==> src/rtl/alu_arbiter.sv <==
// Two-port arbiter in front of a shared external combinational ALU.
// Accepts one operation at a time, captures the ALU result and returns it on the winner's response port.
module alu_arbiter #(
  parameter bit FIXED_PRI = 1'b0
) (
  input  logic        clk,
  input  logic        rst_n,
  input  logic        req0_valid,
  output logic        req0_ready,
  input  logic [31:0] req0_a,
  input  logic [31:0] req0_b,
  input  logic [2:0]  req0_op,
  input  logic        req1_valid,
  output logic        req1_ready,
  input  logic [31:0] req1_a,
  input  logic [31:0] req1_b,
  input  logic [2:0]  req1_op,
  output logic        rsp0_valid,
  input  logic        rsp0_ready,
  output logic        rsp1_valid,
  input  logic        rsp1_ready,
  output logic [31:0] rsp_data,
  output logic [31:0] alu_a,
  output logic [31:0] alu_b,
  output logic [2:0]  alu_op,
  input  logic [31:0] alu_c,
  output logic        busy
);

  typedef enum logic [1:0] {
    IDLE = 2'd0,
    EXEC = 2'd1,
    RESP = 2'd2
  } state_e;

  state_e      state_q, state_d;
  logic [31:0] a_q, a_d;
  logic [31:0] b_q, b_d;
  logic [2:0]  op_q, op_d;
  logic [31:0] res_q, res_d;
  logic        win_q, win_d;
  logic        last_q, last_d;

  logic [1:0]  req_valid;
  logic [1:0]  rsp_ready;
  logic [1:0]  grant;
  logic [1:0]  req_ready;
  logic [1:0]  rsp_valid;

  assign req_valid = {req1_valid, req0_valid};
  assign rsp_ready = {rsp1_ready, rsp0_ready};

  // last_q holds the index of the most recently granted port.
  always_comb begin
    grant = 2'b00;
    if (FIXED_PRI) begin
      if (req_valid[0]) begin
        grant = 2'b01;
      end else if (req_valid[1]) begin
        grant = 2'b10;
      end
    end else begin
      case (req_valid)
        2'b01:   grant = 2'b01;
        2'b10:   grant = 2'b10;
        2'b11:   grant = last_q ? 2'b01 : 2'b10;
        default: grant = 2'b00;
      endcase
    end
  end

  always_comb begin
    state_d   = state_q;
    a_d       = a_q;
    b_d       = b_q;
    op_d      = op_q;
    res_d     = res_q;
    win_d     = win_q;
    last_d    = last_q;
    req_ready = 2'b00;
    case (state_q)
      IDLE: begin
        if (|grant) begin
          req_ready = grant;
          a_d       = grant[1] ? req1_a  : req0_a;
          b_d       = grant[1] ? req1_b  : req0_b;
          op_d      = grant[1] ? req1_op : req0_op;
          win_d     = grant[1];
          last_d    = grant[1];
          state_d   = EXEC;
        end
      end
      EXEC: begin
        res_d   = alu_c;
        state_d = RESP;
      end
      RESP: begin
        if (rsp_ready[win_q]) begin
          state_d = IDLE;
        end
      end
      default: state_d = IDLE;
    endcase
  end

  always_ff @(posedge clk or negedge rst_n) begin
    if (!rst_n) begin
      state_q <= IDLE;
      a_q     <= '0;
      b_q     <= '0;
      op_q    <= '0;
      res_q   <= '0;
      win_q   <= 1'b0;
      last_q  <= 1'b1;
    end else begin
      state_q <= state_d;
      a_q     <= a_d;
      b_q     <= b_d;
      op_q    <= op_d;
      res_q   <= res_d;
      win_q   <= win_d;
      last_q  <= last_d;
    end
  end

  // Ready is combinational from the request inputs, so mask it while reset is held.
  for (genvar gi = 0; gi < 2; gi++) begin : g_port
    assign rsp_valid[gi] = (state_q == RESP) && (win_q == 1'(gi));
  end

  assign req0_ready = req_ready[0] & rst_n;
  assign req1_ready = req_ready[1] & rst_n;
  assign rsp0_valid = rsp_valid[0];
  assign rsp1_valid = rsp_valid[1];
  assign rsp_data   = res_q;
  assign alu_a      = a_q;
  assign alu_b      = b_q;
  assign alu_op     = op_q;
  assign busy       = (state_q != IDLE);

endmodule
==> config.mk <==
export PLATFORM = sky130hd
export DESIGN_NAME = alu_arbiter
export DESIGN_NICKNAME = d
export VERILOG_FILES = /design/src/rtl/alu_arbiter.sv
export SDC_FILE = /design/constraint.sdc
export NUM_CORES = 1
export LEC_CHECK = 0
export CORE_AREA = 2 2 88 153
export DETAILED_ROUTE_END_ITERATION = 8
export DIE_AREA = 0 0 90 155
export PLACE_DENSITY = 0.83
export SLEW_MARGIN = 20
export SYNTH_ARGS = -nofsm -noshare
export SYNTH_HDL_FRONTEND = slang
export SYNTH_SLANG_ARGS = --single-unit
==> constraint.sdc <==
create_clock -name clk -period 2.09 [get_ports clk]
set_input_delay 0.5225 -clock clk [delete_from_list [all_inputs] [get_ports clk]]
set_output_delay 0.5225 -clock clk [all_outputs]
set_load 0.01 [all_outputs]
# ---- Word level (Yosys, flattened, before mapping)
# Index checks and enable logic that the tools add are counted.
dict set report word_totals {
  out_inout_bits 104
  ff_bits 103
}
dict set report op_classes {
  n_mux 12
  reduce_logical 7
  n_bitwise 3
  n_eq_ne 7
  n_lt_le_gt_ge 1
}
# cell n
set op_table {}
lappend op_table {{$mux W32} 2}
lappend op_table {{$pmux W2 S3} 2}
lappend op_table {{$mux W2} 5}
lappend op_table {{$eq A2 B2 Y1 const B} 3}
lappend op_table {{$eq A2 B1 Y1 const B} 2}
lappend op_table {{$ne A2 B2 Y1 const B} 2}
lappend op_table {{$reduce_and A2 Y1} 2}
lappend op_table {{$mux W3} 1}
lappend op_table {{$and A1 B1 Y1} 2}
lappend op_table {{$logic_and A1 B1 Y1} 2}
lappend op_table {{$logic_not A2 Y1} 1}
lappend op_table {{$lt A1 B2 Y1 const B} 1}
lappend op_table {{$mux W1} 2}
lappend op_table {{$reduce_bool A2 Y1} 1}
lappend op_table {{$reduce_or A2 Y1} 1}
lappend op_table {{$not A1 Y1} 1}

# ---- Longest topological paths before layout
# Gate-level depths: netlist (run 1).
dict set report depth {
  ltp_word 6
  depth_mapped 6
}

# ---- Worst setup path after synthesis (run 1)
# OpenSTA, ideal clock, no wires.
dict set report synth_timing {
  path_type {input to output}
  startpoint {input req0_valid}
  endpoint {output req0_ready}
  path_stages 4
  path_slack_ps 161
  t_arrival_ps 1407
  path_cell_list {buf_2 > buf_2 > buf_1 > and4_1}
}
dict set report synth_via {
  elab_chain_cells 6
  elab_cells_between_ends 8
  cone_classes {eq/ne (3); mux (3); bitwise (1); reduce/logical (1)}
}
# item line
set synth_rtl {}
lappend synth_rtl {{from (decl)} 8} ;# input logic req0_valid,
lappend synth_rtl {{$eq A2 B2 Y1 / $eq A2 B1 Y1 (equally long branches)} 63} ;# case (req_valid)
lappend synth_rtl {{$pmux W2 S3 (*)} 63}
lappend synth_rtl {{$reduce_or A2 Y1} 83} ;# if (|grant) begin
lappend synth_rtl {{$mux W2 (*)} 83}
lappend synth_rtl {{$mux W2 (*)} 81} ;# case (state_q)
lappend synth_rtl {{$and A1 B1 Y1 (*)} 131} ;# assign req0_ready = req_ready[0] & rst_n;
lappend synth_rtl {{to (decl)} 9} ;# output logic req0_ready,
# Mark *: on every way between the ends. The rest lies on a longest branch, timed or not.

# ---- Final worst setup path (run 1)
dict set report layout_timing {
  startpoint {register last_q}
  endpoint {output req1_ready}
}
dict set report layout_via {
  elab_chain_cells 6
}
# item line
set layout_rtl {}
lappend layout_rtl {{from (decl)} 42} ;# logic last_q, last_d;
lappend layout_rtl {{from (signal assigned)} 122} ;# last_q <= last_d;
lappend layout_rtl {{$mux W2 (*)} 66} ;# 2'b11: grant = last_q ? 2'b01 : 2'b10;
lappend layout_rtl {{$pmux W2 S3 (*)} 63}
lappend layout_rtl {{$reduce_or A2 Y1} 83}
lappend layout_rtl {{$mux W2 (*)} 83}
lappend layout_rtl {{$mux W2 (*)} 81}
lappend layout_rtl {{$and A1 B1 Y1 (*)} 132} ;# assign req1_ready = req_ready[1] & rst_n;
lappend layout_rtl {{to (decl)} 14} ;# output logic req1_ready,
# Marks and branches as above.

==> results of run 1 <==
[final timing paths]
| check | start | to |
|---|---|---|
| min reg2reg | rsp_data[2]$_DFFE_PN0N_ | rsp_data[2]$_DFFE_PN0N_ |
| min | rst_n | last_q$_DFFE_PN1P_ |
| max reg2reg | last_q$_DFFE_PN1P_ | alu_b[2]$_DFFE_PN0P_ |
| max in group asynchronous | rst_n | alu_b[31]$_DFFE_PN0P_ |
| max | last_q$_DFFE_PN1P_ | req1_ready |
| min in group clk | rsp_data[2]$_DFFE_PN0N_ | rsp_data[2]$_DFFE_PN0N_ |
[power groups by stage]
stage                     registers (mW)  logic, mW  clock network, mW
after CTS                           3.52       5.45               1.72
after global routing                3.64       5.80               1.77
after global placement              3.50       5.30                  0
after floorplan                     3.93       2.02                  0
final                               3.52       5.40               1.68
after detailed placement            3.55       5.47                  0
[per-layer routing]
metal  global-route usage (%)  wire (um)  up-vias
li1                         -          -     2188
met1                     25.8       5950     2296
met2                     42.5       8950      235
met3                     4.79       1100       24
met4                     7.62        356        0
met5                        0          0        -
[registers in the layout, indices dropped and copies added (netlist names)]
signal	cells
win_q	1
last_q	1
state_q	2
alu_b	32
alu_op	3
alu_a	32
rsp_data	32
[metrics by stage]
stage               hold slack [ps]  worst slack, ps  utilization (%)  power, mW
floorplan                       227              161                -       5.95
global placement                486             -553             59.4       8.80
detailed placement              492             -390             59.5       9.02
CTS                             148             22.4             61.9       10.7
global route                    151             46.0             61.8       11.2
finish                          158              111             61.8       10.6
[cells in the mapped netlist, drive strengths merged]
cell	n
dfrtp	102
clkbuf	23
nand2b	3
o21ai	70
nor2	71
o31ai	67
a21boi	1
and4	1
inv	3
a31oi	1
and3	1
dfstp	1
a21oi	68
nand2	1
mux2	33
buf	25
[cell families (layout without fill, tap and decap cells)]
family,Yosys count,after routing
and+or+nand+nor,77,77
AOI/OAI and AO/OA,207,207
muxes,33,33
DFF,103,103
buffers and inverters,51,307
[layout make-up]
cell class | count | area, sq um | area share (%)
repair buffers | 288 | 2890 | 36.5
flip-flops and latches | 103 | 2580 | 32.6
multi-input cells | 317 | 1920 | 24.3
clock buffers | 9 | 225 | 2.85
well taps | 171 | 214 | 2.70
clock inverters | 7 | 77.6 | 0.980
inverters | 3 | 11.3 | 0.142
[cells in the final DEF (no fill, tap or decap), types with 2 or more instances in the layout]
master           synthesis  routed
o31ai_1                 67      67
clkbuf_16                0       9
nor2_1                  70      69
dfrtp_1                102     102
dlygate4sd2_1            0       5
buf_4                    3       9
clkinv_8                 0       2
nor2_4                   1       2
inv_6                    0       3
inv_1                    3       2
mux2_2                  33      33
clkdlybuf4s50_1          0     267
buf_12                   0       4
nand2b_1                 3       2
o21ai_0                 69      69
a21oi_1                 68      68
[worst max-delay path, cell delays in order, from the launching register on]
cell and delay, ps:
dfstp_2 580, a21boi_4 70, and3_1 180, dlygate4sd2_1 290
==> impl_results.md, run 1 <==
- Sw Share: 36.0%
- Root buffer cell: clkbuf_16
- TritonCTS Sinks: 103
- Seq/Total Area, Yosys: approximately 55%
- Internal power: 6.78 mW
- Mapped cell area: 0.00470 sq mm
- Synth Area in Compound Gates: 25.8%
- Finished Layout Cells: 898
- Synth top area cells: dfrtp_1, o31ai_1, mux2_2
- Reg clk slew, reported paths: around 70 ps
- 1st-iter DRT viols: 254
- R2R cell count: 4
- # DRC: 0
- Grt ovf: 0
- Initial antenna violation count: 0
- Die ar.: 0.0140 sq mm
- Required @ worst endpoint: 1570 ps
- Cell area after layout: 0.00792 sq mm
- Antenna diodes: 0
- # setup viols final: 0
- Largest family of logic cells by synthesized area: compound AO/OA/AOI/OAI gates
- TritonCTS Buffers: 9
- First-pass GRT wire length: between 20000 and 30000 um
- Worst Path Class, Setup: register to primary output
- PD cells: 1340 mW/mm^2
- DP Cell Count: 882
- Post-DP Area: 0.00762 sq mm
- Syn_nets: 643
- Synth Area in Adders: 0%
- Worst Max-Slew Pin Slew: 744 ps
- Arr. time, crit path: 1460 ps
- RSZ-0062 raised after global routing: no
- Fill count: 1068
- Syn Inst Count: around 470
- Fin crit share: a little over nine tenths
- Core area: 0.0128 sq mm
- H-tree depth: 3
- Hold buffers post-CTS: 0
- Total number of vias: 4743
- Postcts setup bufs: 0
- Final hold violation count: 0
- Post-synthesis simple-gate area fraction: 6.63%
- #FFs+latches synth: around 100
- Initial core utilization: 36.7%
- Max-cap violation count: 0
- Largest net degree at the start of global routing: about 100
- Ys Warns: 0
- Synth area leader: dfrtp_1
- Reg2Reg Setup Slack: around 240 ps
- Tot GR Track Use: a little under a quarter
- Psw: 3.82 mW
- Detail Placement HPWL: 11900 um
- Drt via density: 5.28
- Fin crit period: 1980 ps
- # resized after CTS: 7
- Clk_skew: 9.05 ps
- Final ANT Viol Nets: 0
- Die Y: between 150 and 200 um
- Maximum VDD drop: about 0.53 mV
- Longest Clk Path Bufs: 2
- Number of global-route vias before repair: 4996
- Area Growth Syn to Fin: 68.3%
- Fraction of layout cells with a size suffix above 1: 9.90%
- Routability-driven placement congestion ratio: about 0.82
- Chip width: around 90 um
- Post-Synth XOR/XNOR Area: 0%
- Final wirelength: 16400 um
- Final setup TNS: 0 ps
- Total leakage power: 3.19 nW
- Combinational power share: 50.9%
- WL per Instance: 18.2 um
- Flop pwr share: 33.2%
- CP max FO: 4
- Crit path capture type: primary output
- Fmax: 505 MHz
- Mux contribution to synthesized area: 7.90%
- Drt pass-1 iters: 5
- Synth top area share: 54.3%
- Hold WC Path Type: input port to async pin
- Skew-Pair Late Insertion Delay: 340 ps
- Average size of a mapped cell: 9.98 sq um
- Slew headroom: 50.4%
- CTS tree: yes
- Final count of pins violating max slew: 0
- CP startpoint kind: register
- Status: complete, no violations
- Unique masters post-synth: 20
- Placement row count: 55
- Clock Power Share: approximately 16%
- IO Pins: ~280
- Port buffer count: 275
- Nets@finish: approximately 900
Power figures use the tool's default switching activity.
==> run 2: changes to the inputs <==
--- a/config.mk
+++ b/config.mk
@@ -8,7 +8,7 @@
 export CORE_AREA = 2 2 88 153
 export DETAILED_ROUTE_END_ITERATION = 8
 export DIE_AREA = 0 0 90 155
-export PLACE_DENSITY = 0.83
+export PLACE_DENSITY = 0.79
 export SLEW_MARGIN = 20
 export SYNTH_ARGS = -nofsm -noshare
 export SYNTH_HDL_FRONTEND = slang
==> constraint.sdc (replaced) <==
create_clock -name clk -period 2.1 [get_ports clk]
set_input_delay 0.525 -clock clk [delete_from_list [all_inputs] [get_ports clk]]
set_output_delay 0.525 -clock clk [all_outputs]
set_load 0.01 [all_outputs]
==> run 2 against run 1 <==
Count of clock-buffer cells in the layout increased by 1; total power decreased by 1.1%; via count increased by 1.6%; critical endpoint is now req0_ready; largest cell class unchanged; highest routed layer unchanged.
==> impl_results.md, run 2 (same netlist as run 1, synthesis figures left out) <==
- Dpl ws: -397 ps
- Port buffer count: 275
- Clk_skew: 7.18 ps
- Slew headroom: 50.6%
- PD cells: 1330 mW/mm^2
- Worst Max-Slew Pin Slew: 741 ps
- Number of global-route vias before repair: a little under 5000
- Area Growth Syn to Fin: 67.9%
- Hold WC Path Type: input port to async pin
- Worst Path Class, Setup: register to primary output
- Die Y: 155 um
- # DRC: 0
- Skew-Pair Late Insertion Delay: about 340 ps
- Final WS setup: 68.6 ps
- Final ANT Viol Nets: 0
- Longest Clk Path Bufs: 2
- Placement row count: between 50 and 60
- TritonCTS Buffers: 9
- Initial antenna violation count: 0
- Total number of vias: 4818
- RSZ-0062 raised after global routing: no
- Grt ovf: 0
- Fraction of layout cells with a size suffix above 1: 10.0%
- WL per Instance: 18.0 um
- Hold buffers post-CTS: 0
- Final wirelength: between 15000 and 20000 um
- Post-DP Area: 0.00761 sq mm
- CP max FO: 4
- Cell area after layout: between 0.007 and 0.008 sq mm
- Total chip power: 10.5 mW
- TritonCTS Sinks: 103
- First-pass GRT wire length: 25700 um
- Commonest non-fill, non-tap cell in the layout: clkdlybuf4s50_1
- Required @ worst endpoint: 1570 ps
- H-tree depth: 3
- CP startpoint kind: register
- Maximum VDD drop: 0.584 mV
- Largest net degree at the start of global routing: 69
- IO Pins: 276
- Drt pass-1 iters: 4
- Most frequent cells in the layout: clkdlybuf4s50_1, dfrtp_1, nor2_1, o21ai_0, a21oi_1
- Fmax: between 400 and 500 MHz
- Antenna diodes: 0
- Tot GR Track Use: 22.7%
- Nets@finish: 896
- Chip width: 90 um
- Final hold violation count: 0
- Drt via density: 5.35
- Root buffer cell: clkbuf_16
- Max-cap violation count: 0
- Final setup TNS: 0 ps
- # setup viols final: 0
- Worst Hold Margin: approximately 320 ps
- Fin crit period: 2030 ps
- Detail Placement HPWL: 11400 um
- Arr. time, crit path: approximately 1500 ps
- Initial core utilization: 36.7%
- Total leakage power: between 3 and 4 nW
- Core area: 0.0128 sq mm
- Routability-driven placement congestion ratio: 0.823
- Reg clk slew, reported paths: 70 ps
- Fin crit share: between 90% and 100%
- Die ar.: 0.0140 sq mm
- Final count of pins violating max slew: 0
- Status: complete, no violations
- Crit path capture type: primary output
- 1st-iter DRT viols: 217
- CTS tree: yes
## run 2: cell types whose count changed in the layout (fill, tap and decap cells not counted), sizes merged
cell,before,now
buf,15,17
clkinv,2,1
clkinvlp,1,3
inv,7,5
dlygate4sd2,5,6
## run 2: area by class of cell
class	instances	area (sq um)
Sequential cell	103	2580
Timing Repair Buffer	290	2880
Tap cell	171	214
Multi-Input combinational cell	317	1920
Clock inverter	6	53.8
Clock buffer	10	239
Fill cell	1071	4900
Inverter	3	11.3
## run 2: worst paths after layout
check	slack (ps)	depth (start not counted)	startpoint	endpoint
setup reg to reg	220	4	last_q$_DFFE_PN1P_	alu_a[21]$_DFFE_PN0P_
setup / recovery	70	3	last_q$_DFFE_PN1P_	req0_ready
min in group clk	510	1	rsp_data[6]$_DFFE_PN0N_	rsp_data[6]$_DFFE_PN0N_
hold / removal	320	2	rst_n	rsp_data[13]$_DFFE_PN0N_
max in group asynchronous	1300	2	rst_n	alu_b[6]$_DFFE_PN0P_
hold reg to reg	510	1	rsp_data[6]$_DFFE_PN0N_	rsp_data[6]$_DFFE_PN0N_
## run 2: stage by stage
step	utilization, %	std cells
after floorplan	-	471
after global placement	59.5	884
after detailed placement	59.5	884
after CTS	61.7	900
after global routing	61.7	900
final	61.7	900
## run 2: worst max-delay path: stages, from the launching register on
cell and delay, ps:
dfstp_2 580, nand2b_2 140, and4_1 190, dlygate4sd2_1 270
## run 2: power by group
group          internal, mW  leakage [nW]  switching, mW
sequential             2.98          1.25          0.500
combinational          2.90          1.79           2.45
clock                 0.857         0.135          0.794
total                  6.74          3.18           3.74
## run 2: timing repair
item | in CTS | in global routing
buffers inserted | 0 | 0
endpoints found under the setup margin | 5 | 0
gates resized for setup | 6 | 0
## run 2: per-layer routing
metal | part of all wire (%) | GRT usage [%]
met5 | 0 | 0
met3 | 6.6 | 5.52
met4 | 2.4 | 7.47
met1 | 37 | 25.3
met2 | 54 | 42.2
==> run 3: changes to the inputs <==
--- a/config.mk
+++ b/config.mk
@@ -8,8 +8,7 @@
 export CORE_AREA = 2 2 88 153
 export DETAILED_ROUTE_END_ITERATION = 8
 export DIE_AREA = 0 0 90 155
-export PLACE_DENSITY = 0.79
-export SLEW_MARGIN = 20
+export PLACE_DENSITY = 0.85
 export SYNTH_ARGS = -nofsm -noshare
 export SYNTH_HDL_FRONTEND = slang
 export SYNTH_SLANG_ARGS = --single-unit
==> run 3 against run 2 <==
First-iteration DRC count shrank 7.8%; via count is essentially flat; register-to-register slack gained 20 ps; maximum frequency grew 1.3%; final area shrank 0.16%; core utilization shrank 0.098 points; cell count shrank 0.11%; worst setup slack gained 27 ps; non-clock buffer count shrank 2; routed wire length grew 1.9%; count of clock-buffer cells in the layout shrank 1; largest cell class unchanged; largest power group unchanged; highest routed layer unchanged.
==> impl_results.md, run 3 (same netlist as run 1, synthesis figures left out) <==
- WL per Instance: 18.4 um
- R2R cell count: 4
- Hold buffers post-CTS: 0
- 1st-iter DRT viols: 200
- Required @ worst endpoint: 1570 ps
- Most frequent cells in the layout: clkdlybuf4s50_1, dfrtp_1, nor2_1, o21ai_0, a21oi_1
- Total number of vias: just under 5000
- Sequential cell area: 0.00258 sq mm
- CP startpoint kind: register
- Clk_skew: between 10 and 15 ps
- Max-cap violation count: 0
- Detail Placement HPWL: 11800 um
- Combinational power share: between 50% and 60%
- Area of the multi-input gates: approximately 0.0019 sq mm
- Final wirelength: roughly 16000 um
- Final setup TNS: 0 ps
- Crit path capture type: primary output
- Slew headroom: 43.1%
- Fill count: 1032
- TritonCTS Buffers: 9
- Sw Share: 35.9%
- Initial antenna violation count: 1
- Worst Path Class, Setup: register to primary output
- Clock Power Share: 15.3%
- Status: complete, no violations
- Arr. time, crit path: 1480 ps
- Fraction of layout cells with a size suffix above 1: 9.77%
- Fin crit period: 2000 ps
- Final ANT Viol Nets: 0
- End of the critical path: req0_ready
- Area Growth Syn to Fin: 67.6%
- Number of global-route vias before repair: 5070
- Chip width: 90 um
- Skew-Pair Late Insertion Delay: 340 ps
- Drt pass-1 iters: 4
- Worst Max-Slew Pin Slew: 853 ps
- Internal power: 6.71 mW
- Largest net degree at the start of global routing: 103
- PD cells: 1330 mW/mm^2
- # setup viols final: 0
- Final hold violation count: 0
- Fmax: 499 MHz
- Fin crit share: a little over nine tenths
- Port buffer count: 275
- First-pass GRT wire length: 26000 um
- Psw: 3.75 mW
- CP max FO: 4
- # DRC: 0
- CTS tree: yes
- Root buffer cell: clkbuf_16
- RSZ-0062 raised after global routing: no
- Hold WC Path Type: input port to async pin
- Core area: between 0.01 and 0.015 sq mm
- Routability-driven placement congestion ratio: 0.812
- Die ar.: 0.0140 sq mm
- Final count of pins violating max slew: 0
- Tot GR Track Use: 23.2%
- TritonCTS Sinks: 103
- H-tree depth: 3
- Flop pwr share: roughly a third
- Reg2Reg Setup Slack: about 240 ps
- Grt ovf: 0
- Worst Setup SP: last_q$_DFFE_PN1P_
- Nets@finish: 894
- Placement row count: 55
- Reg clk slew, reported paths: 70 ps
- Maximum VDD drop: roughly 0.51 mV
- Initial core utilization: 36.7%
- IO Pins: 276
- Total leakage power: 3.18 nW
- Fin util: between 60% and 70%
- Reg2Reg Capture Point: alu_b[14]$_DFFE_PN0P_
- Longest Clk Path Bufs: 2
- Worst r2r src: last_q$_DFFE_PN1P_
- Commonest non-fill, non-tap cell in the layout: clkdlybuf4s50_1
- Drt via density: 5.36
- Die Y: 155 um
==> run 3: cell types whose count changed in the layout (fill, tap and decap cells not counted) <==
cell and delta:
buf_4 -2, clkinv_4 +2, inv_8 -1, diode_2 +1, clkbuf_8 -1, inv_6 +1, clkinv_8 +1, clkinvlp_4 -3
clkinv_2 +1
==> run 3: worst min-delay path by stage <==
stage | cells after the start | slack, ps | endpoint
global route | 1 | 150 | last_q$_DFFE_PN1P_
CTS | 1 | 150 | last_q$_DFFE_PN1P_
global placement | 1 | 490 | rsp_data[23]$_DFFE_PN0N_
finish | 1 | 170 | last_q$_DFFE_PN1P_
detailed placement | 1 | 490 | rsp_data[31]$_DFFE_PN0N_
floorplan | 0 | 230 | alu_a[0]$_DFFE_PN0P_
==> run 3: per-stage QoR <==
step	setup WS [ps]	power (mW)	instances	hold slack, ps	cell area [sq um]
after floorplan	166	5.92	471	229	4700
final	95.1	10.5	899	165	7880
after global routing	36.1	11.1	898	155	7880
after detailed placement	-376	8.94	882	493	7590
after global placement	-336	8.69	882	485	7590
after CTS	78.8	10.5	898	150	7880
==> run 3: power by group through the flow <==
stage | sequential (mW) | combinational [mW] | clock (mW)
2_1_floorplan | 3.91 | 2.01 | 0
3_3_place_gp | 3.47 | 5.23 | 0
3_5_place_dp | 3.53 | 5.41 | 0
4_1_cts | 3.51 | 5.40 | 1.65
5_1_grt | 3.62 | 5.73 | 1.73
6_report | 3.50 | 5.35 | 1.60
==> run 3: cell type report <==
type                       count  share of cell area (%)
tap                          171                    2.71
timing repair buffer         288                    36.3
clock inverter                 7                   0.857
multi-input combinational    317                    24.4
sequential                   103                    32.7
antenna                        1                  0.0317
inverter                       3                   0.143
clock buffer                   9                    2.86
==> run 3: timing repair <==
action	CTS	global route
endpoints found under the setup margin	5	0
endpoints found under the hold margin	0	0
gates resized for setup	6	0
buffers inserted	0	0
==> run 3: routing by layer <==
metal	wire, um	GRT usage, %	share of wire [%]
met1	6110	25.7	37
met2	8750	42.3	53
met3	1140	5.76	6.9
met4	493	9.23	3.0
met5	0	0	0
==> run 3: critical path, cell delays in order (launching register included) <==
cell	delay [ps]
dfstp_2	570
nand2b_2	130
and4_1	170
dlygate4sd2_1	270
